--- src/rtl/noc_route_arbiter.sv ---
// rtl/noc_route_arbiter.sv - credit-based 5-port mesh router core with Y-first routing and round-robin output arbitration
//
// Ports (index 0=N, 1=S, 2=E, 3=W, 4=L everywhere):
//   clk, rst_n          clock, asynchronous active-low reset
//   in_valid/in_data    per-port input head flits (port i at [i*DATA_W +: DATA_W])
//   in_ready            combinational: head granted or dropped this cycle
//   out_valid/out_data  registered one-cycle flit strobe and flit per output
//   out_sel             registered 3-bit winning input index per output
//   credit_ret          one-cycle pulse per output: downstream freed one slot
//   drop_cnt            saturating count of flits dropped for illegal turns
//   credit_err          sticky: credit returned while counter already full
module noc_route_arbiter #(
    parameter int XCOORD  = 1,
    parameter int YCOORD  = 1,
    parameter int COORD_W = 4,
    parameter int DATA_W  = 8,
    parameter int CREDITS = 4
) (
    input  logic                clk,
    input  logic                rst_n,
    input  logic [4:0]          in_valid,
    input  logic [5*DATA_W-1:0] in_data,
    output logic [4:0]          in_ready,
    output logic [4:0]          out_valid,
    output logic [5*DATA_W-1:0] out_data,
    output logic [14:0]         out_sel,
    input  logic [4:0]          credit_ret,
    output logic [15:0]         drop_cnt,
    output logic                credit_err
);
    localparam int NP = 5;
    localparam int CW = $clog2(CREDITS + 1);
    localparam logic [COORD_W-1:0] XC = COORD_W'(XCOORD);
    localparam logic [COORD_W-1:0] YC = COORD_W'(YCOORD);
    localparam logic [CW-1:0] CFULL = CW'(CREDITS);

    logic [DATA_W-1:0]  flit  [NP];
    logic [2:0]         route [NP];
    logic [NP-1:0]      legal;
    logic [NP-1:0]      drop;
    logic [NP-1:0]      req   [NP];   // req[o][i]: input i wants output o
    logic [NP-1:0]      gnt   [NP];   // gnt[o][i]
    logic [2:0]         win   [NP];
    logic [NP-1:0]      hit;
    logic [DATA_W-1:0]  oflit [NP];
    logic [NP-1:0]      any_gnt;
    logic [2:0]         ndrop;

    logic [CW-1:0]      cred  [NP];
    logic [NP-1:0]      rr    [NP];

    // Dimension-ordered routing forbids turning back into Y after X,
    // and U-turns are never legal.
    function automatic logic turn_ok(input int unsigned src, input logic [2:0] dst);
        case (src)
            0:       return dst != 3'd0;
            1:       return dst != 3'd1;
            2:       return (dst == 3'd3) || (dst == 3'd4);
            3:       return (dst == 3'd2) || (dst == 3'd4);
            default: return dst != 3'd4;
        endcase
    endfunction

    always_comb begin
        for (int i = 0; i < NP; i++) begin
            flit[i] = in_data[i*DATA_W +: DATA_W];
            if (flit[i][COORD_W-1:0] > YC)
                route[i] = 3'd1;
            else if (flit[i][COORD_W-1:0] < YC)
                route[i] = 3'd0;
            else if (flit[i][2*COORD_W-1:COORD_W] > XC)
                route[i] = 3'd2;
            else if (flit[i][2*COORD_W-1:COORD_W] < XC)
                route[i] = 3'd3;
            else
                route[i] = 3'd4;
            legal[i] = turn_ok(i, route[i]);
            drop[i]  = in_valid[i] & ~legal[i];
        end

        ndrop   = '0;
        any_gnt = '0;
        for (int i = 0; i < NP; i++)
            ndrop = ndrop + {2'b00, drop[i]};

        for (int o = 0; o < NP; o++) begin
            int unsigned pidx;
            int unsigned idx;
            pidx     = 0;
            gnt[o]   = '0;
            win[o]   = '0;
            hit[o]   = 1'b0;
            oflit[o] = '0;
            for (int i = 0; i < NP; i++) begin
                req[o][i] = in_valid[i] & legal[i] & (route[i] == 3'(o));
                if (rr[o][i])
                    pidx = i;
            end
            // Scan cyclically from the pointer; grant only with a credit in hand.
            for (int k = 0; k < NP; k++) begin
                idx = pidx + k;
                if (idx >= NP)
                    idx = idx - NP;
                if (!hit[o] && req[o][idx] && cred[o] != '0) begin
                    hit[o]      = 1'b1;
                    win[o]      = 3'(idx);
                    gnt[o][idx] = 1'b1;
                    oflit[o]    = flit[idx];
                end
            end
            any_gnt = any_gnt | gnt[o];
        end

        in_ready = rst_n ? (any_gnt | drop) : '0;
    end

    always_ff @(posedge clk or negedge rst_n) begin
        if (!rst_n) begin
            out_valid  <= '0;
            out_data   <= '0;
            out_sel    <= '0;
            drop_cnt   <= '0;
            credit_err <= 1'b0;
            for (int o = 0; o < NP; o++) begin
                cred[o] <= CFULL;
                rr[o]   <= 5'b00001;
            end
        end else begin
            logic [16:0] dsum;
            dsum     = {1'b0, drop_cnt} + 17'(ndrop);
            drop_cnt <= dsum[16] ? 16'hFFFF : dsum[15:0];
            for (int o = 0; o < NP; o++) begin
                out_valid[o] <= hit[o];
                if (hit[o]) begin
                    out_data[o*DATA_W +: DATA_W] <= oflit[o];
                    out_sel[o*3 +: 3]            <= win[o];
                    rr[o] <= (win[o] == 3'd4) ? 5'b00001 : 5'(5'b00010 << win[o]);
                end
                // A return paired with a grant is a straight swap of one slot.
                if (hit[o] && !credit_ret[o])
                    cred[o] <= cred[o] - 1'b1;
                else if (!hit[o] && credit_ret[o]) begin
                    if (cred[o] == CFULL)
                        credit_err <= 1'b1;
                    else
                        cred[o] <= cred[o] + 1'b1;
                end
            end
        end
    end
endmodule
--- config.mk ---
export PLATFORM = sky130hd
export DESIGN_NAME = noc_route_arbiter
export DESIGN_NICKNAME = d
export VERILOG_FILES = /design/src/rtl/noc_route_arbiter.sv
export SDC_FILE = /design/constraint.sdc
export NUM_CORES = 1
export LEC_CHECK = 0
export CORE_UTILIZATION = 46
export DETAILED_ROUTE_END_ITERATION = 10
export PLACE_DENSITY = 0.67
export SETUP_SLACK_MARGIN = 0.4
export SLEW_MARGIN = 15
export SYNTH_ARGS = -nofsm -noshare
export SYNTH_HDL_FRONTEND = slang
export SYNTH_SLANG_ARGS = --single-unit
--- constraint.sdc ---
create_clock -name clk -period 5.95 [get_ports clk]
set_clock_uncertainty 0.15 [all_clocks]
set_input_delay 1.19 -clock clk [delete_from_list [all_inputs] [get_ports clk]]
set_output_delay 1.19 -clock clk [all_outputs]
set_load 0.005 [all_outputs]
==> Yosys cells after proc, flatten, opt, wreduce, memory -nomap -nowiden <==
Cells that the tools add are included.
W data, S select, Z words.
{ "classes": {"add_sub_neg": 60, "mul": 0, "div": 0, "magnitude_cmp": 120, "eq_ne": 37, "n_shift": 5, "n_mux": 377, "bitwise_logic": 90, "reduce_logical": 133} }
{ "op_table": {"columns": ["cell", "count"], "rows": [
  ["$mux W32", 40],
  ["$ge A33 B4 Y1 const B", 25],
  ["$not A32 Y33", 25],
  ["$ge A32 B1 Y1 const B", 25],
  ["$ge A32 B3 Y1 const B", 25],
  ["$lt A32 B4 Y1 const B", 25],
  ["$sub A32 B3 Y32 const B", 25],
  ["$bmux W8 S3", 25],
  ["$mux W8", 75],
  ["$add A32 B2 Y32 const B", 10],
  ["$mux W3", 60],
  ["$add A32 B1 Y32 const B", 5],
  ["$add A32 B3 Y32 const B", 5],
  ["$mux W5", 31],
  ["$or A5 B5 Y5", 25],
  ["$mux W1", 95],
  ["$logic_and A1 B1 Y1", 80],
  ["$bmux W1 S3", 25],
  ["$demux W1 S3", 25],
  ["$eq A3 B3 Y1 const B", 15],
  ["$gt A4 B1 Y1 const B", 10],
  ["$lt A4 B1 Y1 const B", 10],
  ["$and A1 B1 Y1", 35],
  ["$eq A3 B2 Y1 const B", 10],
  ["other kinds (19)", 91]
]} }
{ "word_totals": {"regBits": 117, "latch_bits": 0, "ram_bits": 0, "rom_bits": 0, "in_bits": 52, "out_inout_bits": 82, "n_memories": 0} }

==> Depth between registers and ports, before layout <==
Gate-level depths: netlist (run 1).
{ "depth": {"word_depth": 45, "mapped_depth": 22, "mapped_depth_nobuf": 19} }

==> Least setup slack after synthesis (run 1) <==
Ideal clock, no wire load.
{ "synth_path": {"path_type": "register -> output", "startpoint": "register rr[17] (netlist name)", "endpoint": "output port in_ready[4]", "t_arrival_ns": 3.719, "t_required_ns": 4.610, "path_slack_ns": 0.891, "path_stages_with_launch": 15, "n_path_buf": 3, "path_cell_list": "dfrtp_1 -> clkbuf_1 -> clkbuf_1 -> clkbuf_1 -> o21ai_0 -> ha_1 -> ha_1 -> nor4b_1 -> mux2i_1 -> nor4b_1 -> nor4_2 -> nand3_1 -> o211ai_1 -> nor4b_1 -> a41oi_1"} }
{ "synth_between": {"elab_chain_len": 31, "word_cells_on_any_way": 89, "classes_between": "add/sub (9); order compare (15); mux (38); bitwise (9); reduce/logical (18)"} }
{ "synth_lines": {"columns": ["item", "line_no", "text"], "rows": [
  ["start, declared", "50", "logic [NP-1:0] rr [NP];"],
  ["start signal, assigned by index", "137", "rr[o] <= (win[o] == 3'd4) ? 5'b00001 : 5'(5'b00010 << win[o]);"],
  ["$mux W32 (*) (3 in a row)", "96", "if (rr[o][i])"],
  ["parallel branches: the longest is 21 deep, another holds $add A32 B1 Y32", null, null],
  ["$mux W5 (*)", "104", "if (!hit[o] && req[o][idx] && cred[o] != '0) begin"],
  ["$or A5 B5 Y5 (*) (4 in a row)", "111", "any_gnt = any_gnt | gnt[o];"],
  ["$or A5 B5 Y5 (*)", "114", "in_ready = rst_n ? (any_gnt | drop) : '0;"],
  ["$mux W5 (*)", "114", null],
  ["end, declared", "23", "output logic [4:0] in_ready,"]
]} }
Every way passes the cells marked *. The select of a mux whose other input is x is not followed.

==> Worst setup path in the final report (run 1) <==
{ "layout_path": {"startpoint": "input port in_data[26]", "endpoint": "output port in_ready[3]"} }
{ "layout_between": {"elab_chain_len": 33, "word_cells_on_any_way": 204, "classes_between": "order compare (2); eq/ne (4); mux (98); bitwise (33); reduce/logical (67)"} }
{ "layout_lines": {"columns": ["item", "line_no", "text"], "rows": [
  ["start, declared", "22", "input logic [5*DATA_W-1:0] in_data,"],
  ["$lt A4 B1 Y1", "69", "else if (flit[i][COORD_W-1:0] < YC)"],
  ["$mux W3", "69", null],
  ["$mux W3 (*)", "67", "if (flit[i][COORD_W-1:0] > YC)"],
  ["$eq A3 B2 Y1 or $eq A3 B3 Y1 (tied branches)", "59, 95", null],
  ["$logic_or A1 B1 Y1", "59", "3: return (dst == 3'd2) || (dst == 3'd4);"],
  ["$and A1 B1 Y1 (2 in a row)", "95", "req[o][i] = in_valid[i] & legal[i] & (route[i] == 3'(o));"],
  ["$bmux W1 S3", "104", null],
  ["$mux W1 (implied by the code)", "104", null],
  ["(+11 left out)", null, null],
  ["$logic_and A1 B1 Y1 (2 in a row)", "104", null],
  ["$mux W1", "104", null],
  ["$logic_not A1 Y1", "104", null],
  ["$logic_and A1 B1 Y1 (2 in a row)", "104", null],
  ["$mux W5", "104", null],
  ["$or A5 B5 Y5 (4 in a row)", "111", null],
  ["$or A5 B5 Y5 (*)", "114", null],
  ["$mux W5 (*)", "114", null]
]} }
Every way passes the cells marked *; elsewhere a longest branch is shown, timed or not. The select of a mux whose other input is x is not followed.

==> results.txt, run 1 <==
----------------------------------------------------
[Layout]
  Area taken by flip-flops and latches ... about 2800 um^2
  Most common cell after layout, fill and taps aside ... buf_4
  Area grow syn2layout ... 31.0%
  Leading cell types in the layout, fill and taps excluded ... 238 x buf_4, 142 x nand2_1, 112 x clkdlybuf4s50_1, 105 x dfrtp_1, 104 x nor2_1
  Number of inserted filler cells in the final layout ... 2316
  Area taken by multi-input logic gates ... 8700 um^2
  Layout Cell Area excl Fill ... roughly 16000 um^2
  Diodes inserted ... 0
  Final layout net count ... 1848
  Fraction of layout instances using a drive strength above 1 ... around 23%

[Placement]
  HPWL after detailed placement ... about 37000 um
  Weighted congestion at the end of routability-driven global placement ... approximately 1.1
  Cell Area, Placed ... 15000 um^2
  Input/output buffers ... 133

[Worst setup path]
  Worst reg2reg setup slack ... ~1300 ps
  Required time of the critical path ... around 4600 ps
  Path type of the worst setup path ... in -> out
  Worst R2R Path Depth ... 19
  Type of element capturing the critical path ... output port
  Capturing point of the worst reg2reg path ... cred[5]$_DFFE_PN1P_
  Launching element type of the critical path ... input port
  WP data arrival ... 4130 ps
  Source of the worst register-to-register timing path ... rr[9]$_DFFE_PN0N_
  Maximum fanout encountered on the critical timing path ... 6

[Floorplanning]
  Die outline area ... 26600 um^2
  Number of ports placed on the die boundary ... 134
  Row count ... 58
  Height of the chip ... ~160 um
  Die span in x ... ~160 um
  Core area ... 25300 um^2
  Starting utilization of the core area ... a little under half

[Power and ir drop]
  Static Leak ... about 6.7 nW
  Power per Cell Area ... about 530 nW/um^2
  Worst vdd ir ... approximately 0.00032 V
  Total power ... 0.00826 W

[Clock network]
  Clock transition at the registers of the reported paths ... about 90 ps
  Largest buffer count on any clock path ... 2
  Clock sinks ... about 110
  Insertion delay of the later-clocked pin in the worst-skew pair ... ~370 ps
  CTS tree ... built
  Number of CTS-inserted buffers ... 9
  H-tree levels ... 3
  Root buffer cell ... clkbuf_16

[Yosys]
  Leading register cell type out of synthesis ... dfrtp_1
  Number of instances in the synthesized netlist ... between 1000 and 1500
  Number of warnings reported in the yosys synthesis log ... 0
  Synthesized-area fraction occupied by adder cells ... under 10%
  Post-synthesis cell area ... 11900 um^2
  Multiplexer share of the synthesized area ... between 10% and 20%
  Dominant combinational cell family by area after synthesis ... compound AO/OA/AOI/OAI gates
  Proportion of register bits with asynchronous set or reset after synthesis ... 100%
  Post-synthesis share of cell area spent on and, or, nand and nor gates ... 25.1%
  Area fraction in compound gates after synthesis ... a little over a quarter
  Number of enable flip-flop cells after synthesis ... 0
  Number of different library cells in the post-synthesis netlist ... ~100
  XOR/XNOR share of the synthesized area ... under 10%
  Total of flip-flops plus latches after synthesis ... 112
  Avg Inst Size Synth ... around 8 um^2
  Share of the yosys chip area belonging to registers ... approximately a quarter

[Route]
  Number of violations reported at the end of detailed-routing iteration 0 ... ~1400
  Routed WL ... just under 50000 um
  Wire per inst ... between 20 and 25 um
  Routed via count divided by cell count ... ~6.5
  Antenna-violating nets left ... 0
  Iteration count of the initial detailed-routing pass ... 6
  Routed via count ... 13600
  Remaining routing DRC violations ... 0

[Timing]
  Setup repair after global routing missed its margin ... no
  Total negative slack ... 0 ps
  Final Hold Vio Count ... 0
  Worst-case headroom to the max-slew limit ... a little over a third
  Post-layout min period ... roughly 5500 ps
  Final setup violating endpoints ... 0
  Max Freq ... 183 MHz
  Count of final max-slew check failures ... 0
  Slew at the pin with the worst max-slew slack ... 956 ps
  Final cycle utilization of the critical path ... 92.0%

[Hold path]
  Worst Min Path Start ... out_data[24]$_DFFE_PN0N_
  Worst Hold Endpoint ... out_data[24]$_DFFE_PN0N_
  Path type of the worst min-delay path ... reg -> reg
  Number of instances on the worst hold path ... 1

[GRT]
  Vias in the first global route ... about 13000
  Antenna violations before repair ... 0
  Global-route wire length before repair ... around 75000 um
  Grt ovf ... 0
  GR Util All Layers ... between 30% and 40%
  Maximum number of pins on one net before global-route repair ... between 50 and 60

[Run status]
  Status ... finished, final reports clean

[Job]
  Reported max-cap violation count ... 0

----------------------------------------------------
-- Yosys cell counts, types with 9 or more instances --
| cell | n | area share (%) |
|---|---|---|
| nand2_1 | 142 | 4.5 |
| dfrtp_1 | 107 | 22 |
| nor2_1 | 105 | 3.3 |
| clkbuf_1 | 80 | 2.5 |
| inv_1 | 75 | 2.4 |
| a21oi_1 | 72 | 3.0 |
| o21ai_0 | 70 | 2.9 |
| nor3_1 | 52 | 2.2 |
| nand3_1 | 50 | 2.1 |
| mux2i_1 | 44 | 3.7 |
| ha_1 | 43 | 4.5 |
| mux4_2 | 34 | 6.4 |
| o211ai_1 | 34 | 2.1 |
| a22oi_1 | 28 | 1.8 |
| a221oi_1 | 26 | 1.9 |
| and2_1 | 26 | 1.4 |
| nor2b_1 | 25 | 1.3 |
| a211oi_1 | 24 | 1.5 |
| and3_1 | 21 | 1.1 |
| nand2b_1 | 21 | 1.1 |
| nand4_1 | 20 | 1.0 |
| nor4_1 | 16 | 0.84 |
| or3_1 | 16 | 0.84 |
| xor2_1 | 14 | 1.0 |
| a31oi_1 | 13 | 0.68 |
| or2_2 | 12 | 0.63 |
| mux2_2 | 11 | 1.0 |
| nor4b_1 | 11 | 0.81 |
| o21ai_1 | 11 | 0.46 |
| o31ai_1 | 11 | 0.69 |
| buf_2 | 10 | 0.42 |
| xnor2_1 | 10 | 0.73 |
| o22ai_1 | 9 | 0.47 |
-- worst max-delay path by stage --
stage / startpoint / to
floorplan: rr[17]$_DFFE_PN0N_ / in_ready[4]
global placement: in_data[10] / in_ready[4]
detailed placement: in_data[10] / in_ready[4]
CTS: in_data[15] / in_ready[0]
global route: in_data[26] / in_ready[3]
finish: in_data[26] / in_ready[3]
-- per-stage QoR --
step	instances	utilization [%]	hold slack (ps)	setup slack [ps]
5_1_grt	2080	61.8	333	366
3_5_place_dp	2055	59.4	309	-279
6_report	2080	61.8	325	476
3_3_place_gp	2055	59.4	301	-250
4_1_cts	2077	61.3	331	379
2_1_floorplan	1461	-	309	891
-- per-layer routing --
layer / global-route usage, % / part of all wire (%)
met4: 14.5 / 3.9
met2: 55.9 / 44
met1: 49.8 / 42
met3: 7.77 / 10
met5: 0 / 0
-- cell type report --
type                    instances  share of cell area (%)
clock buffers                  10                    1.53
clock inverters                 6                   0.416
inverters                      82                    1.97
multi-input cells            1168                    55.6
flip-flops and latches        112                    18.0
well taps                     330                    2.64
repair buffers                372                    19.9
-- critical path: stages --
cell,delay (ps)
clkdlybuf4s50_1,470
nor4b_4,290
buf_4,220
nand4_4,180
buf_4,210
mux2i_1,260
mux2_2,250
a211oi_2,80
a211oi_1,250
o21ai_1,150
o41a_1,430
buf_2,140
-- flip-flops by register name, indices dropped and copies added, names as in the netlist --
name / flops
cred: 15
credit_err: 1
drop_cnt: 16
out_data: 40
out_sel: 15
out_valid: 5
rr: 20
-- logic make-up (layout without fill, tap and decap cells) --
group / Yosys count / in the layout
flip-flops: 112 / 112
adder cells (fa/ha/maj): 51 / 51
AND/OR/NAND/NOR: 564 / 564
AO/OA/AOI/OAI: 433 / 433
multiplexers: 91 / 91
XOR/XNOR: 24 / 24
buffers and inverters: 181 / 470
other: 1 / 5
-- power by group --
| part | leakage [nW] | total (W) | switching (W) | internal [W] |
|---|---|---|---|---|
| combinational | 5.18 | 0.00634 | 0.00356 | 0.00279 |
| clock | 0.151 | 0.000658 | 0.000346 | 0.000312 |
| sequential | 1.41 | 0.00126 | 0.000219 | 0.00104 |
-- timing repair --
action | 4_1_cts | 5_1_grt
setup buffers | 6 | 3
endpoints found under the setup margin | 5 | 5
hold buffers | 0 | 0
pin swaps | 21 | 20
resized for setup | 55 | 33
Note: power is estimated with default switching activity, not from simulation.
==> run 2, diff against run 1 <==
- CELL_PAD_IN_SITES_DETAIL_PLACEMENT: not set -> 0
- CELL_PAD_IN_SITES_GLOBAL_PLACEMENT: not set -> 1
- CORE_UTILIZATION: 46 -> 44
- PLACE_DENSITY: 0.67 -> 0.83
==> run 2 against run 1 <==
- via count up 0.60%
- clock power down 1%
- critical path depth up 1
- die area up 4.5%
- fmax down 0.86%
- utilization down 1.4 points
- wire length up 3.4%
- setup slack worse by 48 ps
- power up 1.5%
- largest power group unchanged
==> results.txt, run 2 (synthesized netlist as in run 1, its figures left out) <==
----------------------------------------------------
[Run status]
  Status ... finished, final reports clean

[Route]
  Iteration count of the initial detailed-routing pass ... 6 (unchanged)
  Number of violations reported at the end of detailed-routing iteration 0 ... 1583 (+12%)
  Routed via count ... 13700 (+0.60%)
  Wire per inst ... 23.6 um (+2.1%)
  Routed via count divided by cell count ... 6.49 (-0.69%)
  Routed WL ... 49600 um (+3.4%)
  Antenna-violating nets left ... 0 (unchanged)
  Remaining routing DRC violations ... 0 (unchanged)

[Floorplanning]
  Starting utilization of the core area ... 45.3% (-1.8 points)
  Row count ... 59 (+1.7%)
  Number of ports placed on the die boundary ... 134 (unchanged)
  Die outline area ... 27800 um^2 (+4.5%)
  Die span in x ... 167 um (+2.2%)
  Height of the chip ... 167 um (+2.2%)
  Core area ... 26400 um^2 (+4.1%)

[Layout]
  Number of flip-flops in the largest register ... 40 (unchanged)
  Utilization after layout ... 60.4% (-1.4 points)
  Area grow syn2layout ... 33.3%
  Fraction of layout instances using a drive strength above 1 ... 24.5% (+1.4 points)
  Largest register by flop count ... out_data
  Most common cell after layout, fill and taps aside ... buf_4
  Final layout net count ... 1870 (+1.2%)
  Leading cell types in the layout, fill and taps excluded ... 256 x buf_4, 142 x nand2_1, 106 x dfrtp_1, 105 x clkdlybuf4s50_1, 102 x nor2_1
  Final std cells w/o fill ... 2107 (+1.3%)
  Regs by FF count ... out_data x40, rr x20, drop_cnt x16
  Number of inserted filler cells in the final layout ... 2393 (+3.3%)
  Diodes inserted ... 0 (unchanged)

[Timing]
  Slew at the pin with the worst max-slew slack ... 800 ps (-156 ps)
  Post-route worst setup slack ... 429 ps (-47.7 ps)
  Final Hold Vio Count ... 0 (unchanged)
  Post-Route Hold Slack ... 327 ps (+2.22 ps)
  Setup repair after global routing missed its margin ... yes
  Final cycle utilization of the critical path ... 92.8% (+0.80 points)
  Post-layout min period ... 5520 ps (+47.7 ps)
  Worst-case headroom to the max-slew limit ... 46.3% (+11 points)
  Count of final max-slew check failures ... 0 (unchanged)
  Max Freq ... 181 MHz (-0.86%)
  Final setup violating endpoints ... 0 (unchanged)

[GRT]
  Antenna violations before repair ... 0 (unchanged)
  Vias in the first global route ... 13200 (+1.1%)
  GR Util All Layers ... 35.7% (-0.76 points)
  Routing usage on met2 ... 54.3% (-1.6 points)
  Grt ovf ... 0 (unchanged)
  Global-route met1 utilization ... 49.4% (-0.38 points)
  Global Route met3 Usage ... 8.44% (+0.67 points)
  Maximum number of pins on one net before global-route repair ... 57 (+3.6%)
  Global-route wire length before repair ... 77100 um (+3.2%)
  Most heavily used metal layer in global routing ... met2

[Clock network]
  CTS tree ... built
  Largest buffer count on any clock path ... 2 (unchanged)
  Clock transition at the registers of the reported paths ... 90 ps (about the same)
  Insertion delay of the later-clocked pin in the worst-skew pair ... 370 ps (about the same)
  Number of CTS-inserted buffers ... 9 (unchanged)
  H-tree levels ... 3 (unchanged)
  Hold-fix buffers at CTS ... 0 (unchanged)
  Clock sinks ... 112 (unchanged)
  Root buffer cell ... clkbuf_16

[Worst setup path]
  Path type of the worst setup path ... in -> out
  Slowest cell on crit path ... clkdlybuf4s50_1
  Type of element capturing the critical path ... output port
  Maximum fanout encountered on the critical timing path ... 6 (unchanged)
  Largest incremental delay on the critical path ... 400 ps (-70 ps)
  Most frequent cell on the critical path ... buf_4
  Launching element type of the critical path ... input port
  Chain of cells forming the critical path ... clkdlybuf4s50_1 -> buf_4 -> buf_4 -> nor3_4 -> nand4_4 -> a221o_1 -> a221oi_1 -> buf_4 -> nor4b_2 -> and4b_1 -> nor4_2 -> a41oi_2 -> dlygate4sd2_1
  WP data arrival ... 4180 ps (+50 ps)
  Required time of the critical path ... 4610 ps (about the same)

[Placement]
  Worst slack after detailed placement ... -126 ps (+153 ps)
  Number of placed instances, taps included ... 2077 (+1.1%)
  Weighted congestion at the end of routability-driven global placement ... 1.05 (-1.1%)
  HPWL after detailed placement ... 37700 um (+2.7%)
  Input/output buffers ... 133 (unchanged)

[Power and ir drop]
  Static Leak ... 6.88 nW (+2.1%)
  Total power ... 0.00838 W (+1.5%)
  Power per Cell Area ... 527 nW/um^2 (-0.18%)
  Worst vdd ir ... 0.000339 V (+5.2%)

[Hold path]
  Path type of the worst min-delay path ... reg -> reg

[Job]
  Reported max-cap violation count ... 0 (unchanged)

----------------------------------------------------
run 2: cell types whose count changed in the layout (fill, tap and decap cells not counted), moves of 3 or more:
cell,before,now
clkdlybuf4s50_1,112,105
nand3_1,47,43
or3_4,2,5
nand3_2,3,7
or3_1,14,11
buf_6,2,5
clkbuf_2,3,0
dlygate4sd2_1,8,16
buf_4,238,256
run 2: critical path, delay by kind of cell:
kind / cells / cell delay, ps
AO/OA/AOI/OAI: 3 / 780
buffers and inverters: 5 / 1180
AND/OR/NAND/NOR: 5 / 1030
run 2: stage by stage:
stage / setup TNS (ps) / cell area [um^2]
floorplan: 0 / 12000
global placement: -481 / 15200
detailed placement: -482 / 15200
CTS: 0 / 15800
global route: 0 / 15900
finish: 0 / 15900
run 2: metal layers:
| layer | wire length, um | vias up |
|---|---|---|
| met3 | 5210 | 118 |
| li1 | - | 6152 |
| met5 | 0 | - |
| met1 | 21200 | 6577 |
| met2 | 21400 | 829 |
| met4 | 1760 | 0 |
run 2: path summary, 6_finish.rpt:
kind                            depth (start not counted)                      from  slack (ps)                       end
worst max-delay path                                   13               in_data[31]         430               in_ready[0]
max in group asynchronous                               2                     rst_n        3990      cred[12]$_DFFE_PN0P_
worst max register to register                         20        rr[24]$_DFFE_PN0N_        1400      credit_err$_DFF_PN0_
worst min register to register                          1  out_data[36]$_DFFE_PN0N_         330  out_data[36]$_DFFE_PN0N_
min in group asynchronous                               1                     rst_n         540  out_data[18]$_DFFE_PN0N_
worst min-delay path                                    1  out_data[36]$_DFFE_PN0N_         330  out_data[36]$_DFFE_PN0N_
run 2: area by class of cell:
cell class | count | area, um^2 | area share (%)
Tap cell | 335 | 419 | 2.63
Sequential cell | 112 | 2810 | 17.7
Inverter | 82 | 308 | 1.93
Timing Repair Buffer | 394 | 3300 | 20.8
Multi-Input combinational cell | 1168 | 8760 | 55.1
Clock buffer | 9 | 225 | 1.42
Clock inverter | 7 | 80.1 | 0.503
run 2: repair_timing:
action,4_1_cts,5_1_grt
setup buffers,9,5
resized for setup,80,22
endpoints found under the hold margin,0,0
pin swaps,23,12
endpoints found under the setup margin,5,18
run 2: where the power goes:
group	internal (W)	switching, W
Combinational	0.00284	0.00364
Sequential	0.00104	0.000214
Clock	0.000299	0.000350
